<file path="src/rtl/dm_pkg.sv">
// Shared debug-module definitions: abstractcs.cmderr codes, the abstract-command
// FSM state encoding, and the debug-memory flag offsets that the hart writes.
package dm_pkg;

  localparam logic [2:0] CMDERR_NONE       = 3'd0;
  localparam logic [2:0] CMDERR_BUSY       = 3'd1;
  localparam logic [2:0] CMDERR_NOTSUP     = 3'd2;
  localparam logic [2:0] CMDERR_EXCEPTION  = 3'd3;
  localparam logic [2:0] CMDERR_HALTRESUME = 3'd4;
  localparam logic [2:0] CMDERR_OTHER      = 3'd7;

  typedef enum logic [1:0] {
    ST_IDLE,
    ST_CHECK,
    ST_GO,
    ST_EXEC
  } cmd_state_e;

  // Debug-memory offsets of the flag words the hart writes from the park loop.
  localparam logic [11:0] FLAG_HALTED_OFFSET    = 12'h100;
  localparam logic [11:0] FLAG_GOING_OFFSET     = 12'h104;
  localparam logic [11:0] FLAG_EXCEPTION_OFFSET = 12'h10C;

endpackage

</file>
<file path="src/rtl/dm_abstractcmd_ctrl_if.sv">
// Handshake bundle between the DMI register file / hart flag decode and the
// abstract-command controller. slave = controller side, master = driver side.
interface dm_abstractcmd_ctrl_if;
  import dm_pkg::*;

  logic        cmd_we_i;
  logic [31:0] cmd_wdata_i;
  logic [31:0] cmd_o;
  logic        unsupported_command_i;
  logic        cmderr_we_i;
  logic [2:0]  cmderr_wdata_i;
  logic        dmi_busy_access_i;
  logic        autoexec_trig_i;
  logic        halted_i;
  logic        hart_going_ack_i;
  logic        hart_halted_ack_i;
  logic        hart_exception_i;
  logic        go_o;
  logic        busy_o;
  logic [2:0]  cmderr_o;

  modport slave (
    input  cmd_we_i, cmd_wdata_i, unsupported_command_i, cmderr_we_i,
           cmderr_wdata_i, dmi_busy_access_i, autoexec_trig_i, halted_i,
           hart_going_ack_i, hart_halted_ack_i, hart_exception_i,
    output cmd_o, go_o, busy_o, cmderr_o
  );

  modport master (
    output cmd_we_i, cmd_wdata_i, unsupported_command_i, cmderr_we_i,
           cmderr_wdata_i, dmi_busy_access_i, autoexec_trig_i, halted_i,
           hart_going_ack_i, hart_halted_ack_i, hart_exception_i,
    input  cmd_o, go_o, busy_o, cmderr_o
  );

endinterface

</file>
<file path="src/rtl/dm_cmd_watchdog.sv">
// Clearable saturating cycle counter bounding the GO+EXEC phase of an
// abstract command. TIMEOUT_CYCLES = 0 disables expiry.
module dm_cmd_watchdog #(
  parameter int unsigned TIMEOUT_CYCLES = 1024
) (
  input  logic clk_i,
  input  logic rst_i,
  input  logic clr_i,
  input  logic en_i,
  output logic expired_o
);

  localparam int unsigned CNT_W = (TIMEOUT_CYCLES == 0) ? 1 : $clog2(TIMEOUT_CYCLES + 1);
  localparam logic [CNT_W-1:0] CNT_MAX = CNT_W'(TIMEOUT_CYCLES);

  logic [CNT_W-1:0] r_cnt;

  // Count enabled cycles, saturating at the limit; clear has priority.
  always_ff @(posedge clk_i) begin
    if (rst_i || clr_i) begin
      r_cnt <= '0;
    end else if (en_i && (r_cnt != CNT_MAX)) begin
      r_cnt <= r_cnt + 1'b1;
    end
  end

  assign expired_o = (TIMEOUT_CYCLES != 0) && (r_cnt == CNT_MAX);

endmodule

</file>
<file path="src/rtl/dm_abstractcmd_ctrl.sv">
// Abstract-command sequencing controller: latches DMI command writes, runs the
// IDLE/CHECK/GO/EXEC handshake with the halted hart, and owns abstractcs.busy
// and the sticky cmderr field. Optional autoexec re-run: `DM_AUTOEXEC_EN.
module dm_abstractcmd_ctrl
  import dm_pkg::*;
#(
  parameter int unsigned TIMEOUT_CYCLES = 1024
) (
  input logic                  clk_i,
  input logic                  rst_i,
  dm_abstractcmd_ctrl_if.slave bus
);

  cmd_state_e  r_state;
  cmd_state_e  w_state_next;
  logic [31:0] r_cmd;
  logic [2:0]  r_cmderr;
  logic [2:0]  w_cmderr_cleared;
  logic        w_err_set;
  logic [2:0]  w_err_code;
  logic        w_latch_cmd;
  logic        w_enter_go;
  logic        w_wd_expired;
  logic        w_autoexec;
  logic        w_start;
  logic        w_busy;

`ifdef DM_AUTOEXEC_EN
  assign w_autoexec = bus.autoexec_trig_i;
`else
  logic w_unused_autoexec;
  assign w_unused_autoexec = bus.autoexec_trig_i;
  assign w_autoexec        = 1'b0;
`endif

  assign w_busy = (r_state != ST_IDLE);

  dm_cmd_watchdog #(
    .TIMEOUT_CYCLES(TIMEOUT_CYCLES)
  ) u_watchdog (
    .clk_i    (clk_i),
    .rst_i    (rst_i),
    .clr_i    (w_enter_go),
    .en_i     ((r_state == ST_GO) || (r_state == ST_EXEC)),
    .expired_o(w_wd_expired)
  );

  // State register.
  always_ff @(posedge clk_i) begin
    if (rst_i) begin
      r_state <= ST_IDLE;
    end else begin
      r_state <= w_state_next;
    end
  end

  // Next state plus the error event raised this cycle.
  always_comb begin
    w_state_next = r_state;
    w_err_set    = 1'b0;
    w_err_code   = CMDERR_NONE;
    w_latch_cmd  = 1'b0;
    w_enter_go   = 1'b0;
    w_start      = 1'b0;
    unique case (r_state)
      ST_IDLE: begin
        // A write beats a simultaneous autoexec; both need a clean cmderr.
        if (r_cmderr == CMDERR_NONE) begin
          w_latch_cmd = bus.cmd_we_i;
          w_start     = bus.cmd_we_i || w_autoexec;
        end
        if (w_start) begin
          if (!bus.halted_i) begin
            w_err_set  = 1'b1;
            w_err_code = CMDERR_HALTRESUME;
          end else begin
            w_state_next = ST_CHECK;
          end
        end
      end
      ST_CHECK: begin
        if (bus.unsupported_command_i) begin
          w_err_set    = 1'b1;
          w_err_code   = CMDERR_NOTSUP;
          w_state_next = ST_IDLE;
        end else begin
          w_state_next = ST_GO;
          w_enter_go   = 1'b1;
        end
      end
      ST_GO: begin
        if (w_wd_expired) begin
          w_err_set    = 1'b1;
          w_err_code   = CMDERR_OTHER;
          w_state_next = ST_IDLE;
        end else if (bus.hart_exception_i) begin
          w_err_set    = 1'b1;
          w_err_code   = CMDERR_EXCEPTION;
          w_state_next = ST_IDLE;
        end else if (bus.hart_going_ack_i) begin
          w_state_next = ST_EXEC;
        end
      end
      ST_EXEC: begin
        if (w_wd_expired) begin
          w_err_set    = 1'b1;
          w_err_code   = CMDERR_OTHER;
          w_state_next = ST_IDLE;
        end else if (bus.hart_exception_i) begin
          w_err_set    = 1'b1;
          w_err_code   = CMDERR_EXCEPTION;
          w_state_next = ST_IDLE;
        end else if (bus.hart_halted_ack_i) begin
          w_state_next = ST_IDLE;
        end
      end
      default: w_state_next = ST_IDLE;
    endcase
    // Accesses while busy flag an error but leave the running command alone;
    // a command-level error in the same cycle takes precedence.
    if (w_busy && !w_err_set &&
        (bus.cmd_we_i || bus.dmi_busy_access_i || w_autoexec)) begin
      w_err_set  = 1'b1;
      w_err_code = CMDERR_BUSY;
    end
  end

  // Latched command for the instruction generator.
  always_ff @(posedge clk_i) begin
    if (rst_i) begin
      r_cmd <= '0;
    end else if (w_latch_cmd) begin
      r_cmd <= bus.cmd_wdata_i;
    end
  end

  // W1C first, then a new error loads only into a cleared field.
  always_comb begin
    w_cmderr_cleared = r_cmderr;
    if (bus.cmderr_we_i) begin
      w_cmderr_cleared = r_cmderr & ~bus.cmderr_wdata_i;
    end
  end

  // Sticky cmderr register.
  always_ff @(posedge clk_i) begin
    if (rst_i) begin
      r_cmderr <= CMDERR_NONE;
    end else if (w_err_set && (w_cmderr_cleared == CMDERR_NONE)) begin
      r_cmderr <= w_err_code;
    end else begin
      r_cmderr <= w_cmderr_cleared;
    end
  end

  assign bus.cmd_o    = r_cmd;
  assign bus.go_o     = (r_state == ST_GO);
  assign bus.busy_o   = w_busy;
  assign bus.cmderr_o = r_cmderr;

endmodule

</file>
<file path="src/flat_wrapper.sv">
// flat-port wrapper written by rule: the top's interface ports become plain ports
module dm_abstractcmd_ctrl_flat import dm_pkg::*;
#(
  parameter int unsigned TIMEOUT_CYCLES = 1024
)
  (clk_i, rst_i, bus_cmd_we_i, bus_cmd_wdata_i, bus_unsupported_command_i, bus_cmderr_we_i, bus_cmderr_wdata_i, bus_dmi_busy_access_i, bus_autoexec_trig_i, bus_halted_i, bus_hart_going_ack_i, bus_hart_halted_ack_i, bus_hart_exception_i, bus_cmd_o, bus_go_o, bus_busy_o, bus_cmderr_o);
  dm_abstractcmd_ctrl_if bus_i ();
  input logic clk_i;
  input logic rst_i;
  input wire logic [$bits(bus_i.cmd_we_i)-1:0] bus_cmd_we_i;
  input wire logic [$bits(bus_i.cmd_wdata_i)-1:0] bus_cmd_wdata_i;
  input wire logic [$bits(bus_i.unsupported_command_i)-1:0] bus_unsupported_command_i;
  input wire logic [$bits(bus_i.cmderr_we_i)-1:0] bus_cmderr_we_i;
  input wire logic [$bits(bus_i.cmderr_wdata_i)-1:0] bus_cmderr_wdata_i;
  input wire logic [$bits(bus_i.dmi_busy_access_i)-1:0] bus_dmi_busy_access_i;
  input wire logic [$bits(bus_i.autoexec_trig_i)-1:0] bus_autoexec_trig_i;
  input wire logic [$bits(bus_i.halted_i)-1:0] bus_halted_i;
  input wire logic [$bits(bus_i.hart_going_ack_i)-1:0] bus_hart_going_ack_i;
  input wire logic [$bits(bus_i.hart_halted_ack_i)-1:0] bus_hart_halted_ack_i;
  input wire logic [$bits(bus_i.hart_exception_i)-1:0] bus_hart_exception_i;
  output wire logic [$bits(bus_i.cmd_o)-1:0] bus_cmd_o;
  output wire logic [$bits(bus_i.go_o)-1:0] bus_go_o;
  output wire logic [$bits(bus_i.busy_o)-1:0] bus_busy_o;
  output wire logic [$bits(bus_i.cmderr_o)-1:0] bus_cmderr_o;
  assign bus_i.cmd_we_i = bus_cmd_we_i;
  assign bus_i.cmd_wdata_i = bus_cmd_wdata_i;
  assign bus_i.unsupported_command_i = bus_unsupported_command_i;
  assign bus_i.cmderr_we_i = bus_cmderr_we_i;
  assign bus_i.cmderr_wdata_i = bus_cmderr_wdata_i;
  assign bus_i.dmi_busy_access_i = bus_dmi_busy_access_i;
  assign bus_i.autoexec_trig_i = bus_autoexec_trig_i;
  assign bus_i.halted_i = bus_halted_i;
  assign bus_i.hart_going_ack_i = bus_hart_going_ack_i;
  assign bus_i.hart_halted_ack_i = bus_hart_halted_ack_i;
  assign bus_i.hart_exception_i = bus_hart_exception_i;
  assign bus_cmd_o = bus_i.cmd_o;
  assign bus_go_o = bus_i.go_o;
  assign bus_busy_o = bus_i.busy_o;
  assign bus_cmderr_o = bus_i.cmderr_o;
  dm_abstractcmd_ctrl #(.TIMEOUT_CYCLES(TIMEOUT_CYCLES)) u_core (.clk_i(clk_i), .rst_i(rst_i), .bus(bus_i));
endmodule
</file>
<file path="config.mk">
export PLATFORM = sky130hd
export DESIGN_NAME = dm_abstractcmd_ctrl_flat
export DESIGN_NICKNAME = d
export VERILOG_FILES = /design/src/rtl/dm_pkg.sv /design/src/rtl/dm_abstractcmd_ctrl_if.sv /design/src/rtl/dm_cmd_watchdog.sv /design/src/rtl/dm_abstractcmd_ctrl.sv /design/src/flat_wrapper.sv
export SDC_FILE = /design/constraint.sdc
export NUM_CORES = 1
export LEC_CHECK = 0
export BUFFER_PORTS_ARGS = -buffer_cell sky130_fd_sc_hd__buf_4
export CORE_UTILIZATION = 45
export CTS_BUF_LIST = sky130_fd_sc_hd__clkbuf_8
export CTS_CLUSTER_SIZE = 20
export DETAILED_ROUTE_END_ITERATION = 16
export GPL_TIMING_DRIVEN = 0
export PLACE_DENSITY = 0.72
export REMOVE_ABC_BUFFERS = 1
export SLEW_MARGIN = 20
export SYNTH_ARGS = -nofsm -noshare
export SYNTH_HDL_FRONTEND = slang
export SYNTH_SLANG_ARGS = --single-unit
</file>
<file path="constraint.sdc">
create_clock -name clk_i -period 1.8 [get_ports clk_i]
set_input_delay 0.36 -clock clk_i [delete_from_list [all_inputs] [get_ports clk_i]]
set_output_delay 0.36 -clock clk_i [all_outputs]
set_load 0.05 [all_outputs]
</file>
Yosys cells after proc, flatten, opt, wreduce, memory -nomap -nowiden
Index checks and enable logic that the tools add are counted.
{"block": "classes", "n_lt_le_gt_ge": 0, "multipliers": 0, "reduce_logical": 14, "n_div": 0, "bitwise_logic": 2, "n_eq_ne": 9, "shifts": 0, "mux": 31, "n_addsub": 1}
{"op": "$mux 2", "count": 11}
{"op": "$mux 3", "count": 6}
{"op": "$add 11x1->11 const B", "count": 1}
{"op": "$eq 11x11->1 const B", "count": 1}
{"op": "$mux 1", "count": 11}
{"op": "$ne 11x11->1 const B", "count": 1}
{"op": "$pmux 3 s3", "count": 1}
{"op": "$pmux 2 s4", "count": 1}
{"op": "$logic_not 3->1", "count": 2}
{"op": "$eq 2x2->1 const B", "count": 2}
{"op": "$logic_and 1x1->1", "count": 4}
{"op": "$ne 2x2->1 const B", "count": 2}
{"op": "$ne 4x3->1 const B", "count": 1}
{"op": "$ne 4x4->1 const B", "count": 1}
{"op": "$reduce_and 4->1", "count": 1}
{"op": "$and 3x3->3", "count": 1}
{"op": "$logic_or 1x1->1", "count": 3}
{"op": "$not 3->3", "count": 1}
{"op": "$pmux 1 s3", "count": 1}
{"op": "$eq 2x1->1 const B", "count": 1}
{"op": "$logic_not 2->1", "count": 1}
{"op": "$reduce_bool 2->1", "count": 1}
{"op": "$reduce_or 2->1", "count": 1}
{"op": "$logic_not 1->1", "count": 1}
{"block": "word_totals", "mem_bits_ro": 0, "latchBits": 0, "inputBits": 46, "register_bits": 48, "word_cells": 61, "ram_bits": 0, "output_inout_bits": 37, "mem_count": 0}

Logic depth before layout (Yosys ltp)
{"block": "depth", "ltp_word": 11, "depth_mapped": 7, "ltp_nobuf": 5}

Cells and area by module
From an unflattened synthesis, not the netlist that was laid out.
{"block": "unflattened", "hier_cells": 256, "area_unflattened_um2": 2060.7}
{"module": "dm_abstractcmd_ctrl", "cells_per_inst": 185, "seq_area_each_um2": 740.7, "area_per_inst_um2": 1448.9, "instances": 1}
{"module": "dm_cmd_watchdog", "cells_per_inst": 71, "seq_area_each_um2": 220.2, "area_per_inst_um2": 611.8, "instances": 1}

Least setup slack after synthesis
OpenSTA, ideal clock, no wires.
{"block": "synth_path", "kind": "reg2out", "startpoint": "reg u_core.r_state[1]", "endpoint": "out bus_go_o", "path_stages_with_launch": 4, "required_ns": 1.440, "n_path_buf": 1, "path_slack_ns": 0.285, "arrival_time_ns": 1.155, "cell_sequence": "dfxtp_1 -> buf_2 -> inv_1 -> nor2_1"}
{"block": "synth_between", "elab_chain_cells": 1}
{"element": "from (decl)", "line_no": "dm_abstractcmd_ctrl.sv:14", "rtl": "cmd_state_e r_state;"}
{"element": "from (signal assigned)", "line_no": "dm_abstractcmd_ctrl.sv:53", "rtl": "r_state <= w_state_next;"}
{"element": "$eq 2x2->1", "line_no": "dm_abstractcmd_ctrl.sv:157", "rtl": "assign bus.go_o = (r_state == ST_GO);"}
{"element": "to (decl)", "line_no": "flat_wrapper.sv:22", "rtl": "output wire logic [$bits(bus_i.go_o)-1:0] bus_go_o;"}
Every way passes these cells.

Worst setup path in the final report
Same ends and word-level chain as after synthesis.

==> flow_summary_export.csv <==
group,metric,value,unit
yosys,synth.top_cells.by_area,"dfxtp_1 49%, nand2_1 15%, a21oi_1 9.3%",
worst_setup_path,required,1440,ps
worst_setup_path,reg2reg_depth,4,
place,gp_congestion,0.7671,
global_route,grt_max_degree,39,
clock_tree,cts_buffers,5,
yosys,async_flop_share,0,
final_layout,n_fill_cell,378,
yosys,synth_edf_count,0,
yosys,synth_top_area_frac,0.4948,
yosys,synth_ff_type,"dfxtp_1",
worst_setup_path,crit_family,"flip-flops",
global_route,antenna_found_initial,0,
yosys,synth_seq_area_share,0.4948,
yosys,synthDistinctLibCells,33,
final_layout,nets,367,
run,cap_violations,0,
worst_setup_path,path_cells,"inv_1 > nor2_1 > buf_4",
final_layout,syn2layout_area_growth,37.69,%
place,postPlaceCellArea,2581,um2
sta,finalHoldViolations,0,
pwr,pwr-share-clk,0.263,
yosys,yosys.area.top_type,"dfxtp_1",
worst_setup_path,setup.worst_path.end_class,"output pin",
final_layout,antenna_cells,0,
floorplanning,io_pins,83,
drt,firstDrtPassIters,4,
min_path,hold_depth,3,
clock_tree,clkSlewWorstSetupHoldPaths,80,ps
global_route,grt_pass1_wl,7210,um
drt,vias,1867,
floorplanning,die_x,67.69,um
floorplanning,die_area,4582,um2
worst_setup_path,cp.buffers_inverters,2,
place,dp_hpwl,3254,um
pwr,ir_worst_vdd,0.4694,mV
clock_tree,holdBufCountCts,0,
yosys,ys_ff_latch,48,
drt,drc,0,
clock_tree,cts_buffer_depth,2,
yosys,syn_avg_cell_area,8.024,um2
global_route,grt.total_usage,0.2078,
sta,fmax,621.8,MHz
floorplanning,core_area,4058,um2
clock_tree,cts_sinks,48,
worst_setup_path,critPathMaxStageDelay,490,ps
worst_setup_path,cp_num_cells,3,
place,port_buffers,81,
drt,wirelength,4534,um
sta,tightest_slew,419.3,ps
yosys,postSynthCellCount,242,
pwr,pwr-share-seq,0.476,
sta,fin_crit_sh,0.8934,
clock_tree,cts.htree.levels,2,
clock_tree,cts_setup_buffers,0,
yosys,netlist_area,1942,um2
sta,rsz0062_at_grt,"no",
min_path,hold_path.class,"in -> reg",
clock_tree,cts_tree,"built",
pwr,p_int,1653,uW
worst_setup_path,slowest_stage,"dfxtp_1",
worst_setup_path,critPathKind,"reg -> out",
sta,fin_skew,2.649,ps
outcome,status,"finished clean",
floorplanning,rows,23,
drt,post_drt_via_cell_ratio,5.046,
final_layout,final_cell_area,2674,um2
clock_tree,clk_latency,290,ps
yosys,yosysWarnings,0,
floorplanning,die_y,67.69,um
global_route,overflow,0,
pwr,p_leak,0.001189,uW
drt,drt-initial-drc-count,138,
drt,ant_nets,0,
floorplanning,start_util,0.4786,
pwr,power_density,915.9,nW/um2
sta,min_period,1608,ps
clock_tree,root_buffer,"clkbuf_8",
sta,slew_viol_final,0,
worst_setup_path,crit_path_start_kind,"flip-flop",
pwr,p_sw,795.7,uW
final_layout,drive_above_1_share,0.3000,
worst_setup_path,worst_ep_arrival_time,1250,ps
sta,maxSlewHeadroom,0.7205,
sta,setup_violations,0,
pwr,switching_share,0.3249,
pwr,p_comb_frac,0.261,
drt,wl_per_cell,12.25,um
worst_setup_path,cp_max_fo,9,
sta,final.setup.tns,0,ps
global_route,grt_pass1_vias,1652,
[cell families after synthesis]
kind of cell	share of synthesized area
simple gates	0.2751
xor+xnor	0.03157
mux	0.01546
fa+ha+maj	0.01288
flops	0.4948
buf+inv	0.03995
compound gates	0.1302
[routing by layer]
| metal | global-route usage | wire [um] | vias up |
|---|---|---|---|
| li1 | - | - | 951 |
| met1 | 0.2405 | 1894 | 855 |
| met2 | 0.3676 | 2312 | 57 |
| met3 | 0.07095 | 298 | 4 |
| met4 | 0.03989 | 29 | 0 |
| met5 | 0 | 0 | - |
[placed cells by master (no fill, tap or decap), types with 2 or more instances in the layout]
cell and instances:
buf_4 81, nand2_1 80, dfxtp_1 48, a21oi_1 36, nor2_1 18, inv_1 8, clkbuf_8 6, xor2_1 5
nand4_1 4, mux2i_1 3, nor3b_1 2, a21boi_0 2, and3_1 2, nor3_1 2, xnor2_1 2, ha_1 2
buf_6 2
[state kept, by name (all words and copies together) (netlist names)]
register and count:
u_core.r_state 2, u_core.u_watchdog.r_cnt 11, u_core.bus.cmd_o 32, u_core.bus.cmderr_o 3
[worst register-to-register path: cells and delay by family (launching register included)]
| family | cells | cell delay [ps] |
|---|---|---|
| AND/OR/NAND/NOR | 2 | 580 |
| AO/OA/AOI/OAI | 2 | 570 |
| flip-flops | 1 | 360 |
[power groups by stage]
stage               registers, uW  logic (uW)  clock network, uW
floorplan                    1420         159                  0
global placement             1190         623                  0
detailed placement           1190         641                  0
CTS                          1170         642                662
global route                 1180         687                706
finish                       1170         639                643
[cell type report]
| type | instances | area [um2] | area share |
|---|---|---|---|
| Sequential cell | 48 | 960.9 | 0.3594 |
| Clock buffer | 6 | 82.58 | 0.03088 |
| Tap cell | 50 | 62.56 | 0.02340 |
| Multi-Input combinational cell | 175 | 907.1 | 0.3393 |
| Inverter | 6 | 22.52 | 0.008423 |
| Timing Repair Buffer | 83 | 630.6 | 0.2358 |
| Clock inverter | 2 | 7.507 | 0.002808 |
[what timing repair did]
item / 4_1_cts / 5_1_grt
resized for setup: 0 / 1
setup endpoints to repair: 0 / 2
endpoints found under the hold margin: 0 / 0
[cells in the mapped netlist (2+ instances only)]
cell type and n:
nand2_1 80, dfxtp_1 48, a21oi_1 36, nor2_1 18
clkbuf_1 8, inv_1 6, buf_2 5, xor2_1 5
nand4_1 4, mux2i_1 3, a21boi_0 2, and3_1 2
ha_1 2, nor3_1 2, nor3b_1 2, xnor2_1 2
[path summary, 6_finish.rpt]
path,startpoint,endpoint,slack [ps]
hold / removal,bus_cmd_wdata_i[17],u_core.bus.cmd_o[17]$_SDFFE_PP0P_,310
setup / recovery,u_core.r_state[1]$_SDFFE_PP0P_,bus_go_o,190
setup reg to reg,u_core.u_watchdog.r_cnt[2]$_SDFFE_PP0P_,u_core.bus.cmderr_o[1]$_SDFF_PP0_,220
hold reg to reg,u_core.bus.cmd_o[6]$_SDFFE_PP0P_,u_core.bus.cmd_o[6]$_SDFFE_PP0P_,460
[metrics by stage]
stage	std cells	hold slack (ps)	util	total power, uW	setup WS, ps
3_5_place_dp	362	446.8	0.6361	1833	194.0
3_3_place_gp	360	441.7	0.6303	1813	-771.7
5_1_grt	370	295.5	0.6590	2571	51.76
2_1_floorplan	229	429.1	-	1578	-238.7
4_1_cts	370	298.5	0.6583	2471	168.5
6_report	370	305.9	0.6590	2449	191.8
(Power assumes the default switching activity.)
